===== config.mk =====
export PLATFORM = sky130hd
export DESIGN_NAME = score_tracker_flash
export DESIGN_NICKNAME = d
export VERILOG_FILES = /design/src/rtl/score_tracker_flash.sv
export SDC_FILE = /design/constraint.sdc
export NUM_CORES = 1
export LEC_CHECK = 0
export ABC_AREA = 0
export CORE_MARGIN = 4
export CORE_UTILIZATION = 62
export CTS_CLUSTER_SIZE = 28
export DETAILED_ROUTE_END_ITERATION = 10
export PLACE_DENSITY = 0.8
export SLEW_MARGIN = 20
export SYNTH_ARGS = -nofsm -noshare
export SYNTH_HDL_FRONTEND = slang
export SYNTH_SLANG_ARGS = --single-unit

===== constraint.sdc =====
create_clock -name clk_i -period 3.25 [get_ports clk_i]
set_clock_uncertainty 0.1 [all_clocks]
set_input_delay 0.65 -clock clk_i [delete_from_list [all_inputs] [get_ports clk_i]]
set_output_delay 0.65 -clock clk_i [all_outputs]
set_load 0.01 [all_outputs]

===== src/rtl/score_tracker_flash.sv =====
// Score tracker with end-of-game flash.
// Counts the current score from collision pulses, keeps a session high score, and at game end
// holds and flashes the final score for HOLD_CYCLES cycles before the display shows the high score.
// Ports:
//   clk_i              system clock
//   rst_ni             asynchronous active-low reset
//   good_coll_i        one-cycle pulse, food eaten
//   bad_coll_i         one-cycle pulse, wall or self hit
//   clr_high_i         one-cycle pulse, clear high score (IDLE only)
//   disp_score_o       value for the score display
//   disp_blank_o       1 = display must blank (flash off phase)
//   is_game_complete_o 1 from game end until the next game starts
//   new_high_o         1 if the current or last game raised the high score
module score_tracker_flash #(
  parameter int unsigned SCORE_W      = 7,
  parameter int unsigned MAX_SCORE    = 50,
  parameter int unsigned HOLD_CYCLES  = 100000000,
  parameter int unsigned BLINK_CYCLES = 12500000
) (
  input  logic               clk_i,
  input  logic               rst_ni,
  input  logic               good_coll_i,
  input  logic               bad_coll_i,
  input  logic               clr_high_i,
  output logic [SCORE_W-1:0] disp_score_o,
  output logic               disp_blank_o,
  output logic               is_game_complete_o,
  output logic               new_high_o
);

  localparam int unsigned HoldW  = $clog2(HOLD_CYCLES + 1);
  localparam int unsigned BlinkW = $clog2(BLINK_CYCLES + 1);

  localparam logic [SCORE_W-1:0] MaxScore  = SCORE_W'(MAX_SCORE);
  localparam logic [SCORE_W-1:0] ScoreOne  = SCORE_W'(1);
  localparam logic [HoldW-1:0]   HoldLast  = HoldW'(HOLD_CYCLES - 1);
  localparam logic [BlinkW-1:0]  BlinkLast = BlinkW'(BLINK_CYCLES - 1);

  typedef enum logic [1:0] {StPlay, StHold, StIdle} state_e;

  state_e              state_q, state_d;
  logic [SCORE_W-1:0]  curr_q, curr_d;
  logic [SCORE_W-1:0]  high_q, high_d;
  logic [SCORE_W-1:0]  final_q, final_d;
  logic [SCORE_W-1:0]  disp_q, disp_d;
  logic                blank_q, blank_d;
  logic                done_q, done_d;
  logic                new_high_q, new_high_d;
  logic [HoldW-1:0]    hold_cnt_q, hold_cnt_d;
  logic [BlinkW-1:0]   blink_cnt_q, blink_cnt_d;
  logic [SCORE_W-1:0]  score_inc;
  logic [SCORE_W-1:0]  high_eff;

  // Saturating increment; PLAY leaves for HOLD before it is ever used at MaxScore.
  assign score_inc = (curr_q >= MaxScore) ? MaxScore : curr_q + ScoreOne;
  // High score as seen by a game start in the same cycle as a clear.
  assign high_eff  = clr_high_i ? '0 : high_q;

  always_comb begin
    state_d     = state_q;
    curr_d      = curr_q;
    high_d      = high_q;
    final_d     = final_q;
    disp_d      = disp_q;
    blank_d     = blank_q;
    done_d      = done_q;
    new_high_d  = new_high_q;
    hold_cnt_d  = hold_cnt_q;
    blink_cnt_d = blink_cnt_q;

    unique case (state_q)
      StPlay: begin
        if (curr_q >= MaxScore || bad_coll_i) begin
          state_d     = StHold;
          final_d     = curr_q;
          curr_d      = '0;
          done_d      = 1'b1;
          disp_d      = curr_q;
          blank_d     = 1'b0;
          hold_cnt_d  = '0;
          blink_cnt_d = '0;
        end else if (good_coll_i) begin
          curr_d = score_inc;
          disp_d = score_inc;
          if (score_inc > high_q) begin
            high_d     = score_inc;
            new_high_d = 1'b1;
          end
        end
      end

      StHold: begin
        disp_d     = final_q;
        hold_cnt_d = hold_cnt_q + 1'b1;
        if (blink_cnt_q == BlinkLast) begin
          blink_cnt_d = '0;
          blank_d     = ~blank_q;
        end else begin
          blink_cnt_d = blink_cnt_q + 1'b1;
        end
        if (hold_cnt_q == HoldLast) begin
          state_d = StIdle;
          blank_d = 1'b0;
          disp_d  = high_q;
        end
      end

      StIdle: begin
        disp_d  = high_q;
        blank_d = 1'b0;
        if (clr_high_i) begin
          high_d     = '0;
          new_high_d = 1'b0;
          disp_d     = '0;
        end
        if (good_coll_i) begin
          state_d = StPlay;
          curr_d  = ScoreOne;
          done_d  = 1'b0;
          disp_d  = ScoreOne;
          if (ScoreOne > high_eff) begin
            high_d     = ScoreOne;
            new_high_d = 1'b1;
          end else begin
            new_high_d = 1'b0;
          end
        end
      end

      default: state_d = StPlay;
    endcase
  end

  always_ff @(posedge clk_i or negedge rst_ni) begin
    if (!rst_ni) begin
      state_q     <= StPlay;
      curr_q      <= '0;
      high_q      <= '0;
      final_q     <= '0;
      disp_q      <= '0;
      blank_q     <= 1'b0;
      done_q      <= 1'b0;
      new_high_q  <= 1'b0;
      hold_cnt_q  <= '0;
      blink_cnt_q <= '0;
    end else begin
      state_q     <= state_d;
      curr_q      <= curr_d;
      high_q      <= high_d;
      final_q     <= final_d;
      disp_q      <= disp_d;
      blank_q     <= blank_d;
      done_q      <= done_d;
      new_high_q  <= new_high_d;
      hold_cnt_q  <= hold_cnt_d;
      blink_cnt_q <= blink_cnt_d;
    end
  end

  assign disp_score_o       = disp_q;
  assign disp_blank_o       = blank_q;
  assign is_game_complete_o = done_q;
  assign new_high_o         = new_high_q;

endmodule


# After elaboration in Yosys (flattened, before gate mapping)
# Index checks and enable logic that the tools add are counted.
[classes]
n_addsub = 3
magnitude_cmp = 3
n_eq_ne = 13
n_mux = 39
bitwise_logic = 1
reduce_logical = 14
[op_table]
columns = ["op", "count"]
rows = [
  ["$mux 7", 13],
  ["$pmux 27 s2", 1],
  ["$mux 24", 2],
  ["$pmux 24 s2", 1],
  ["$pmux 7 s2", 2],
  ["$add 27x1->27 const B", 1],
  ["$eq 27x27->1 const B", 1],
  ["$mux 27", 1],
  ["$add 24x1->24 const B", 1],
  ["$eq 24x24->1 const B", 1],
  ["$pmux 7 s3", 1],
  ["$ne 2x2->1 const B", 6],
  ["$reduce_and 3->1", 4],
  ["$mux 1", 11],
  ["$ne 3x3->1 const B", 3],
  ["$add 7x1->7 const B", 1],
  ["$ge 7x6->1 const B", 1],
  ["$gt 1x7->1 const A", 1],
  ["$gt 7x7->1", 1],
  ["$mux 2", 3],
  ["$pmux 2 s3", 1],
  ["$reduce_and 2->1", 3],
  ["$reduce_and 5->1", 1],
  ["$pmux 1 s2", 2],
  ["other kinds (9)", 10],
]
[totals]
reg_bits = 84
wordCells = 83

# Longest topological paths before layout
# Gate-level depths: netlist of run 1.
[depth]
depth_word = 7
depth_mapped = 11

# Least setup slack after synthesis of run 1
# Ideal clock, no wire load.
[synth_path]
kind = "reg2reg"
start = "register curr_q[0]"
end = "register high_q[0]"
setup_time_ns = 0.128
arrival_time_ns = 2.743
path_slack_ns = 0.279
stages_incl_launch_ff = 12
path_buffers = 0
synth_period_minus_slack_ns = 2.971
path_cell_list = "dfrtp_1 > inv_1 > ha_1 > nor4_4 > o21ba_2 > nand2_1 > ha_1 > a211o_1 > a21oi_1 > a21oi_1 > a31oi_1 > mux2_1"
[synth_via]
elab_chain_cells = 6
elab_cells_between_ends = 12
classes_between = "add/sub: 1; order compare: 2; eq/ne: 2; mux: 5; reduce/logical: 2"
[synth_lines]
columns = ["item", "line", "text"]
rows = [
  ["start, declared", "42", "logic [SCORE_W-1:0] curr_q, curr_d;"],
  ["start signal, assigned", "148", "curr_q <= curr_d;"],
  ["parallel branches: the longest is 6 deep, another holds $add 7x1->7", "-", ""],
  ["end signal, assigned", "149", "high_q <= high_d;"],
  ["end, declared", "43", "logic [SCORE_W-1:0] high_q, high_d;"],
]
# Parallel ways; which one is timed is not known. The select of a mux whose other input is x is not followed.
# A chain may end at the register's enable or synchronous reset.

# Final worst setup path of run 1
# Ends and elaborated chain as after synthesis.

==> metrics.md, run 1 <==
| Metric | Value |
|---|---|
| Status | complete, no violations |
| Share of cells above drive strength 1 | 0.09123 |
| Die X | 98.23 um |
| Sequential share of power | 0.380 |
| FF+latch count, synth | 84 |
| Final Routed Wirelength | 12160 um |
| Initial core utilization | 0.6465 |
| Tcrit/Tclk final | 0.9316 |
| Wire length per cell | 18.10 um |
| YS warnings | 0 |
| Num Clock Sinks | 84 |
| Grt ovf | 0 |
| Clock Power Share | 0.210 |
| Max_cap viols | 0 |
| Switching Power | 1.394 mW |
| Cells after synthesis | 554 |
| TritonCTS clock tree | yes |
| Slew @ Worst Pin | 0.7648 ns |
| Launching point of the worst reg2reg path | curr_q[0]$_DFFE_PN0P_ |
| Switch share | 0.3989 |
| Top post-synthesis cells by area | dfrtp_1 42%, nor2_1 4.5%, xnor2_1 4.5%, nand2_1 3.9%, ha_1 3.7% |
| Iter 0 DRT Violations | 337 |
| Htree depth | 3 |
| Final hold violation count | 0 |
| Req. time, crit path | 3.39 ns |
| Final setup fails | 0 |
| Arrival time worst endpoint | 3.17 ns |
| Vias in the first global route | 4323 |
| Main combinational cell family by area after synthesis | simple AND/OR/NAND/NOR gates |
| Fmax | 330.3 MHz |
| Netlist cell types | 72 |
| Post-synthesis cell area | 5047 um^2 |
| Post-synthesis sequential area ratio | 0.4165 |
| CTS hold repair buffers | 0 |
| DRT Pass-1 Iters | 5 |
| HPWL after detailed placement | 8435 um |
| Primary FF master, synth | dfrtp_1 |
| Clock-pin slew on the worst setup and hold paths | 0.09 ns |
| Initial antenna violation count | 0 |
| Vias | 4344 |
| Number of port buffers | 14 |
| Post-Synth Simple-Gate Area | 0.2538 |
| Gate power share | 0.410 |
| Post-Synth Adder-Cell Area | 0.03718 |
| Area Overhead vs Synth | 9.197% |
| Worst slew margin | 0.4901 |
| Post-Synth XOR/XNOR Area | 0.06247 |
| CTS buffer count | 9 |
| Highest fanout seen on the critical path | 7 |
| Power density cells | 634.0 nW/um^2 |
| VDD IR max | 512.5 uV |
| ANT cells | 0 |
| Fillers | 587 |
| Num ports | 15 |
| Reg-to-reg slack, setup | 0.22 ns |
| Mux cell area share after synthesis | 0.02925 |
| Max-slew violations | 0 |
| Hold Path Class | in -> async |
| FFs w/ async S/R, synth | 1.000 |
| Compound-Gate Fraction of Synth Area | 0.1569 |
| Fin crit period | 3.028 ns |
| Synth area leader | dfrtp_1 |
| Setup TNS | 0 ns |
| RSZ-0062 raised after global routing | no |
| Via density | 6.464 |
| Root buffer cell | clkbuf_8 |
| Worst skew pair latency | 0.36 ns |
| EDFF count, synth | 0 |
| Largest net degree at the start of global routing | 85 |
| Row cnt | 32 |
| Core area | 7807 um^2 |
| Die area | 9648 um^2 |
| Crit path launch type | flop |
| Die height | 98.23 um |
| Area share of the largest cell type after synthesis | 0.4165 |
| Global-route wire length before repair | 21010 um |
| Antenna-violating nets left | 0 |
| Internal | 2.100 mW |
| Syn_area_per_cell | 9.111 um^2 |
| Min Hold Slack | 0.2187 ns |
| Crit path kind | reg -> reg |
| Drt drc | 0 |
| Lkg Pwr | 2.309 nW |
| GRT Total Usage | 0.2653 |
| Mapped Nets | 574 |
| NumNets Final | 585 |
| CTS Buffer Depth | 2 |
| Reg2Reg Capture Point | high_q[0]$_DFFE_PN0P_ |
| Reg2reg path depth | 11 |
| GPL Wtd Cong | 0.9127 |
| CP Capture Type | flop |
==> kinds of logic after synthesis <==
| kind of cell | Yosys count |
|---|---|
| fa+ha+maj | 15 |
| xor+xnor | 36 |
| simple gates | 245 |
| mux | 14 |
| other cells | 1 |
| compound gates | 109 |
| flops | 84 |
| buf+inv | 50 |
==> sequential cells by signal, summed over array words and instances, names as in the netlist <==
name,count
is_game_complete_o,1
blink_cnt_q,24
high_q,7
final_q,7
disp_blank_o,1
disp_score_o,7
state_q,2
new_high_o,1
curr_q,7
hold_cnt_q,27
==> cells in the mapped netlist, drive strengths merged (3+ instances only) <==
cell type,count
o211ai,3
nor3,14
dfrtp,84
o41a,3
nand2b,11
nor2,62
buf,18
or3,4
inv,19
a31oi,24
o21ai,16
a22o,6
ha,15
nor2b,3
nor4b,7
nor4,14
nor3b,3
xor2,10
nand2,52
and2,4
and4,5
nand4,21
mux2i,8
a21o,5
and3,5
a21oi,14
o31a,5
nand3,32
a32o,3
a211oi,3
clkbuf,12
xnor2,26
mux2,6
o21a,4
==> power groups by stage <==
stage	logic [mW]	registers [mW]	clock network [mW]
after CTS	1.41	1.32	0.748
after detailed placement	1.38	1.34	0
after global placement	1.33	1.33	0
final	1.43	1.33	0.734
after global routing	1.57	1.35	0.802
after floorplan	0.955	1.32	0
==> critical path, cell delays in order, from the launching register on <==
cell,delay [ns]
dfrtp_2,0.42
inv_1,0.09
ha_1,0.24
nor4_4,0.31
o21ba_4,0.21
a21boi_1,0.22
ha_1,0.29
a21oi_1,0.15
a21o_1,0.18
a21oi_1,0.11
a31oi_2,0.25
mux2_1,0.34
==> routing by layer <==
| metal | global-route usage | up-vias | share of wire |
|---|---|---|---|
| li1 | - | 2044 | - |
| met1 | 0.3558 | 2128 | 0.44 |
| met2 | 0.4230 | 138 | 0.48 |
| met3 | 0.04786 | 34 | 0.054 |
| met4 | 0.1155 | 0 | 0.031 |
| met5 | 0 | - | 0 |
==> final cells by class <==
| type | instances | area [um^2] | area share |
|---|---|---|---|
| multi-input combinational | 420 | 2746 | 0.4983 |
| sequential | 84 | 2103 | 0.3816 |
| clock inverter | 4 | 50.05 | 0.009081 |
| inverter | 20 | 75.07 | 0.01362 |
| tap | 102 | 127.6 | 0.02316 |
| timing repair buffer | 30 | 274.0 | 0.04972 |
| clock buffer | 12 | 135.1 | 0.02452 |
==> cell usage in the layout (no fill, tap or decap), types with 3 or more instances in the layout <==
master / instances
nand2_1: 52
nor3_1: 13
mux2_2: 5
and3_1: 5
or3_1: 4
o41a_1: 3
nor4b_1: 6
clkbuf_1: 3
nor2_1: 61
nand3_1: 32
nand2b_1: 11
a21oi_1: 14
o21ai_1: 7
o31a_1: 5
nor2b_1: 3
nor3b_1: 3
inv_1: 19
ha_1: 15
o21a_1: 3
and4_1: 5
and2_1: 4
a21o_1: 5
a31oi_1: 23
nor4_1: 12
dfrtp_1: 83
mux2i_1: 8
a22o_1: 6
clkdlybuf4s50_1: 13
clkbuf_8: 9
nand4_1: 20
xor2_1: 10
xnor2_1: 26
buf_4: 15
o211ai_1: 3
a32o_1: 3
o21ai_0: 8
==> metrics by stage <==
stage	total power [mW]	utilization	worst slack [ns]	instances	area, um^2
detailed placement	2.719	0.6790	0.004239	655	5301
finish	3.494	0.7059	0.2222	672	5512
floorplan	2.278	-	0.2793	554	5047
CTS	3.476	0.7037	0.1272	672	5494
global route	3.715	0.7059	0.01875	672	5512
global placement	2.666	0.6790	0.1625	655	5301
==> what timing repair did <==
item,CTS,global route
setup endpoints to repair,1,4
cloned,0,0
resized for setup,0,3
pin swaps,1,0
buffers inserted,1,0
==> worst max-delay path by stage <==
stage | depth (start not counted) | end | slack, ns | start
2_1_floorplan | 11 | high_q[0]$_DFFE_PN0P_ | 0.28 | curr_q[0]$_DFFE_PN0P_
3_3_place_gp | 11 | high_q[0]$_DFFE_PN0P_ | 0.16 | curr_q[0]$_DFFE_PN0P_
3_5_place_dp | 11 | high_q[0]$_DFFE_PN0P_ | 0.004 | curr_q[0]$_DFFE_PN0P_
4_1_cts | 11 | high_q[0]$_DFFE_PN0P_ | 0.13 | curr_q[0]$_DFFE_PN0P_
5_1_grt | 11 | high_q[0]$_DFFE_PN0P_ | 0.02 | curr_q[0]$_DFFE_PN0P_
6_report | 11 | high_q[0]$_DFFE_PN0P_ | 0.22 | curr_q[0]$_DFFE_PN0P_
No activity file was read; power rests on OpenSTA's default activity.
==> run 2, diff against run 1 <==
Clock period 3.25 ns to 3.4 ns, I/O delays scaled along.
==> metrics.md, run 2 (synthesis results as in run 1) <==
| Metric | Value |
|---|---|
| TritonCTS clock tree | yes |
| Worst path bufs/invs | 1 |
| Final Non-Filler Cells | 670 |
| Final setup fails | 0 |
| Initial core utilization | 0.6465 |
| Final Routed Wirelength | 12150 um |
| Max-slew violations | 0 |
| Tcrit/Tclk final | 0.9565 |
| NumNets Final | 584 |
| Delay-heaviest family, CP | compound AO/OA/AOI/OAI gates |
| ANT cells | 0 |
| Placed Area | 5266 um^2 |
| Dpl cells | 652 |
| Worst slew margin | 0.4974 |
| Fin crit period | 3.252 ns |
| Slowest stage cell, crit path | dfrtp_1 |
| Core area | 7807 um^2 |
| Reg-to-reg slack, setup | 0.15 ns |
| Fmax | 307.5 MHz |
| Setup Slack @ Placement | 0.1222 ns |
| Arrival time worst endpoint | 3.39 ns |
| Max reg flops | 27 |
| Register area | 2102 um^2 |
| Num ports | 15 |
| Most common cell after layout, fill and taps aside | dfrtp_1 |
| GPL Wtd Cong | 0.9119 |
| Drt drc | 0 |
| Via density | 6.487 |
| Worst path max stage delay | 0.43 ns |
| Req. time, crit path | 3.54 ns |
| CTS buffer count | 9 |
| Crit path launch type | flop |
| Antenna-violating nets left | 0 |
| Lkg Pwr | 2.307 nW |
| Final Instance Area | 5500 um^2 |
| Num Clock Sinks | 84 |
| Die height | 98.23 um |
| CTS hold repair buffers | 0 |
| GRT Total Usage | 0.2603 |
| CTS Buffer Depth | 2 |
| Vias in the first global route | 4218 |
| Final worst slack | 0.1480 ns |
| Fillers | 615 |
| DRT Pass-1 Iters | 5 |
| Launching point of the worst reg2reg path | curr_q[0]$_DFFE_PN0P_ |
| Setup TNS | 0 ns |
| Area Overhead vs Synth | 8.974% |
| Highest fanout seen on the critical path | 7 |
| Largest net degree at the start of global routing | 85 |
| Clock-pin slew on the worst setup and hold paths | 0.09 ns |
| Reg2Reg Capture Point | high_q[0]$_DFFE_PN0P_ |
| Multi-input logic area | 2740 um^2 |
| Htree depth | 3 |
| Top reg by flops | hold_cnt_q |
| Cell Chain, Critical Path | inv_1 > ha_1 > nor4_4 > o21ba_2 > nand2_1 > ha_1 > a211o_1 > a21oi_1 > a21oi_1 > a31oi_2 > mux2_1 |
| Global-route wire length before repair | 20480 um |
| Wire length per cell | 18.14 um |
| VDD IR max | 598.2 uV |
| Number of port buffers | 14 |
| Iter 0 DRT Violations | 388 |
| Row cnt | 32 |
| Die area | 9648 um^2 |
| Initial antenna violation count | 0 |
| CP Capture Type | flop |
| Hold Path Class | in -> async |
| Grt ovf | 0 |
| Final hold violation count | 0 |
| Share of cells above drive strength 1 | 0.08979 |
| Crit path kind | reg -> reg |
| Status | complete, no violations |
| Power density cells | 619.5 nW/um^2 |
| Max_cap viols | 0 |
| Reg2reg path depth | 11 |
| Slew @ Worst Pin | 0.7538 ns |
| Highest-count cells in the layout ignoring fill and taps | 84 x dfrtp_1, 61 x nor2_1, 52 x nand2_1 |
| Root buffer cell | clkbuf_8 |
| Die X | 98.23 um |
| HPWL after detailed placement | 8255 um |
| Vias | 4346 |
| Worst skew pair latency | 0.36 ns |
| Largest regs | hold_cnt_q x27, blink_cnt_q x24 |
-- run 2: repair_timing --
| action | CTS | global route |
|---|---|---|
| resized for setup | 0 | 1 |
| setup endpoints to repair | 0 | 1 |
| setup buffers | 0 | 3 |
-- run 2: report_power, final --
part | total (mW) | internal (mW) | leakage (nW) | switching [mW]
combinational | 1.39 | 0.549 | 1.07 | 0.846
sequential | 1.27 | 1.13 | 1.14 | 0.143
clock | 0.740 | 0.378 | 0.0987 | 0.363
-- run 2: worst register-to-register path, delay by kind of cell, from the launching register on --
kind                       cells  cell delay, ns
AOI/OAI and AO/OA              5            1.16
adders and majority gates      2            0.54
buffers and inverters          1            0.11
DFF                            1            0.43
muxes                          1            0.34
and+or+nand+nor                2            0.46
-- run 2: layer usage --
layer  global-route usage  share of wire  vias up
met2               0.4246           0.49      176
met3              0.04500          0.057       26
met1               0.3483           0.44     2109
met5                    0              0        -
li1                     -              -     2035
met4               0.1008          0.020        0
-- run 2: area by class of cell --
| type | instances | area share |
|---|---|---|
| Clock buffer | 12 | 0.02821 |
| Inverter | 20 | 0.01365 |
| Sequential cell | 84 | 0.3822 |
| Tap cell | 102 | 0.02320 |
| Timing Repair Buffer | 29 | 0.04618 |
| Multi-Input combinational cell | 420 | 0.4982 |
| Clock inverter | 3 | 0.008417 |
-- run 2: worst max-delay path by stage --
stage	depth (start not counted)	endpoint	from
6_report	11	high_q[0]$_DFFE_PN0P_	curr_q[0]$_DFFE_PN0P_
5_1_grt	11	high_q[0]$_DFFE_PN0P_	curr_q[0]$_DFFE_PN0P_
3_3_place_gp	11	high_q[0]$_DFFE_PN0P_	curr_q[0]$_DFFE_PN0P_
4_1_cts	11	high_q[0]$_DFFE_PN0P_	curr_q[0]$_DFFE_PN0P_
3_5_place_dp	11	high_q[0]$_DFFE_PN0P_	curr_q[0]$_DFFE_PN0P_
2_1_floorplan	11	high_q[0]$_DFFE_PN0P_	curr_q[0]$_DFFE_PN0P_
-- run 2: metrics by stage --
stage	hold WS, ns	util	power, mW
after detailed placement	0.3761	0.6745	2.599
final	0.2600	0.7045	3.407
after CTS	0.3952	0.7003	3.332
after floorplan	0.2844	-	2.178
after global placement	0.3635	0.6745	2.546
after global routing	0.3059	0.7045	3.607
==> run 3, diff against run 2 <==
Settings changed: SLEW_MARGIN 20 to 0.
==> metrics.md, run 3 (synthesis results as in run 1) <==
| Metric | Value |
|---|---|
| Status | complete, no violations |
| Initial core utilization | 0.6465 |
| Worst setup path start | curr_q[0]$_DFFE_PN0P_ |
| Dpl cells | 652 |
| Vias in the first global route | 4218 |
| Tcrit/Tclk final | 0.9564 |
| Number of port buffers | 14 |
| Root buffer cell | clkbuf_8 |
| Max reg flops | 27 |
| Clock Power Share | 0.217 |
| Row cnt | 32 |
| Clock-pin slew on the worst setup and hold paths | 0.09 ns |
| Final Non-Filler Cells | 670 |
| HPWL after detailed placement | 8255 um |
| Final hold violation count | 0 |
| Share of cells above drive strength 1 | 0.08979 |
| Power density cells | 619.8 nW/um^2 |
| Most common cell after layout, fill and taps aside | dfrtp_1 |
| Wire length per cell | 18.14 um |
| Internal | 2.055 mW |
| Final total power | 3.407 mW |
| Switch share | 0.3968 |
| Num ports | 15 |
| Highest-count cells in the layout ignoring fill and taps | 84 x dfrtp_1, 61 x nor2_1, 52 x nand2_1 |
| Num Clock Sinks | 84 |
| Via density | 6.487 |
| Worst slew margin | 0.3024 |
| Delay-heaviest family, CP | compound AO/OA/AOI/OAI gates |
| Worst skew pair latency | 0.36 ns |
| CTS hold repair buffers | 0 |
| Fin crit period | 3.252 ns |
| GPL Wtd Cong | 0.9119 |
| Global-route wire length before repair | 20480 um |
| Reg2reg path depth | 11 |
| VDD IR max | 598.2 uV |
| Antenna-violating nets left | 0 |
| CTS buffer count | 9 |
| Iter 0 DRT Violations | 388 |
| Min Hold Slack | 0.3973 ns |
| Reg-to-reg slack, setup | 0.15 ns |
| Setup TNS | 0 ns |
| Crit path kind | reg -> reg |
| Hold Path Class | in -> async |
| DRT Pass-1 Iters | 5 |
| Final Routed Wirelength | 12150 um |
| Slowest stage cell, crit path | dfrtp_1 |
| Arrival time worst endpoint | 3.39 ns |
| Htree depth | 3 |
| Switching Power | 1.352 mW |
| Max_cap viols | 0 |
| Req. time, crit path | 3.54 ns |
| Lkg Pwr | 2.306 nW |
| Grt ovf | 0 |
| Fmax | 307.5 MHz |
| Final Instance Area | 5497 um^2 |
| Cell Chain, Critical Path | inv_1 > ha_1 > nor4_4 > o21ba_2 > nand2_1 > ha_1 > a211o_1 > a21oi_1 > a21oi_1 > a31oi_2 > mux2_1 |
| GRT Total Usage | 0.2603 |
| Max-slew violations | 0 |
| Die height | 98.23 um |
| CTS Buffer Depth | 2 |
| Drt drc | 0 |
| Worst path max stage delay | 0.43 ns |
| Final setup fails | 0 |
| Levels on crit path | 11 |
| Placed Area | 5266 um^2 |
| Reg2Reg Capture Point | high_q[0]$_DFFE_PN0P_ |
| Core area | 7807 um^2 |
| Die area | 9648 um^2 |
| Highest fanout seen on the critical path | 7 |
| Largest regs | hold_cnt_q x27, blink_cnt_q x24 |
| Die X | 98.23 um |
| Sequential share of power | 0.374 |
| TritonCTS clock tree | yes |
| Launching point of the worst reg2reg path | curr_q[0]$_DFFE_PN0P_ |
| Largest net degree at the start of global routing | 85 |
| Crit path launch type | flop |
| CP Capture Type | flop |
| Gate power share | 0.409 |
| Slew @ Worst Pin | 1.046 ns |
| Worst path bufs/invs | 1 |
| NumNets Final | 584 |
| Worst setup path endpoint | high_q[0]$_DFFE_PN0P_ |
| ANT cells | 0 |
| Area Overhead vs Synth | 8.899% |
| Fillers | 614 |
| Vias | 4346 |
| Top reg by flops | hold_cnt_q |
| Initial antenna violation count | 0 |
run 3: cell counts in the layout (fill, tap and decap cells not counted):
No cell type changed its count.
run 3: worst min-delay path by stage:
stage                                           start                     endpoint  slack [ns]  cells after the start
after detailed placement       final_q[1]$_DFFE_PN0P_       final_q[1]$_DFFE_PN0P_        0.38                      2
final                                          rst_ni  blink_cnt_q[17]$_DFFE_PN0P_        0.40                      1
after global placement         final_q[6]$_DFFE_PN0P_       final_q[6]$_DFFE_PN0P_        0.36                      2
after global routing           final_q[0]$_DFFE_PN0P_       final_q[0]$_DFFE_PN0P_        0.43                      2
after floorplan                                rst_ni   blink_cnt_q[0]$_DFFE_PN0P_        0.28                      0
after CTS                 blink_cnt_q[22]$_DFFE_PN0P_  blink_cnt_q[22]$_DFFE_PN0P_        0.40                      1
run 3: worst register-to-register path, stage by stage (launching register included):
cell and delay (ns):
dfrtp_1 0.43, inv_1 0.11, ha_1 0.24, nor4_4 0.36, o21ba_2 0.26, nand2_1 0.10
ha_1 0.30, a211o_1 0.26, a21oi_1 0.24, a21oi_1 0.15, a31oi_2 0.25, mux2_1 0.34
run 3: power by group through the flow:
stage | clock network, mW | logic (mW) | registers, mW
after floorplan | 0 | 0.913 | 1.27
after global placement | 0 | 1.27 | 1.28
after detailed placement | 0 | 1.31 | 1.29
after CTS | 0.741 | 1.32 | 1.27
after global routing | 0.800 | 1.52 | 1.29
final | 0.740 | 1.39 | 1.27
run 3: timing repair:
item | CTS | global route
gates resized for setup | 0 | 1
setup buffers | 0 | 3
endpoints found under the setup margin | 0 | 1
run 3: metrics by stage:
step                utilization  worst slack [ns]
finish                   0.7040            0.1481
global route             0.7040          -0.03319
CTS                      0.7003           0.09252
detailed placement       0.6745            0.1222
global placement         0.6745            0.2002
floorplan                     -            0.4293
run 3: final cells by class:
| cell class | count | area (um^2) | share of cell area |
|---|---|---|---|
| Clock buffer | 12 | 155.1 | 0.02823 |
| Multi-Input combinational cell | 420 | 2740 | 0.4985 |
| Inverter | 20 | 75.07 | 0.01366 |
| Sequential cell | 84 | 2102 | 0.3824 |
| Clock inverter | 3 | 46.29 | 0.008422 |
| Timing Repair Buffer | 29 | 250.2 | 0.04553 |
| Tap cell | 102 | 127.6 | 0.02322 |
run 3: routing by layer:
metal | vias to the layer above | track usage | routed length (um)
met5 | - | 0 | 0
met4 | 0 | 0.1008 | 238
met3 | 26 | 0.04500 | 691
met2 | 176 | 0.4246 | 5929
met1 | 2109 | 0.3483 | 5293
li1 | 2035 | - | -
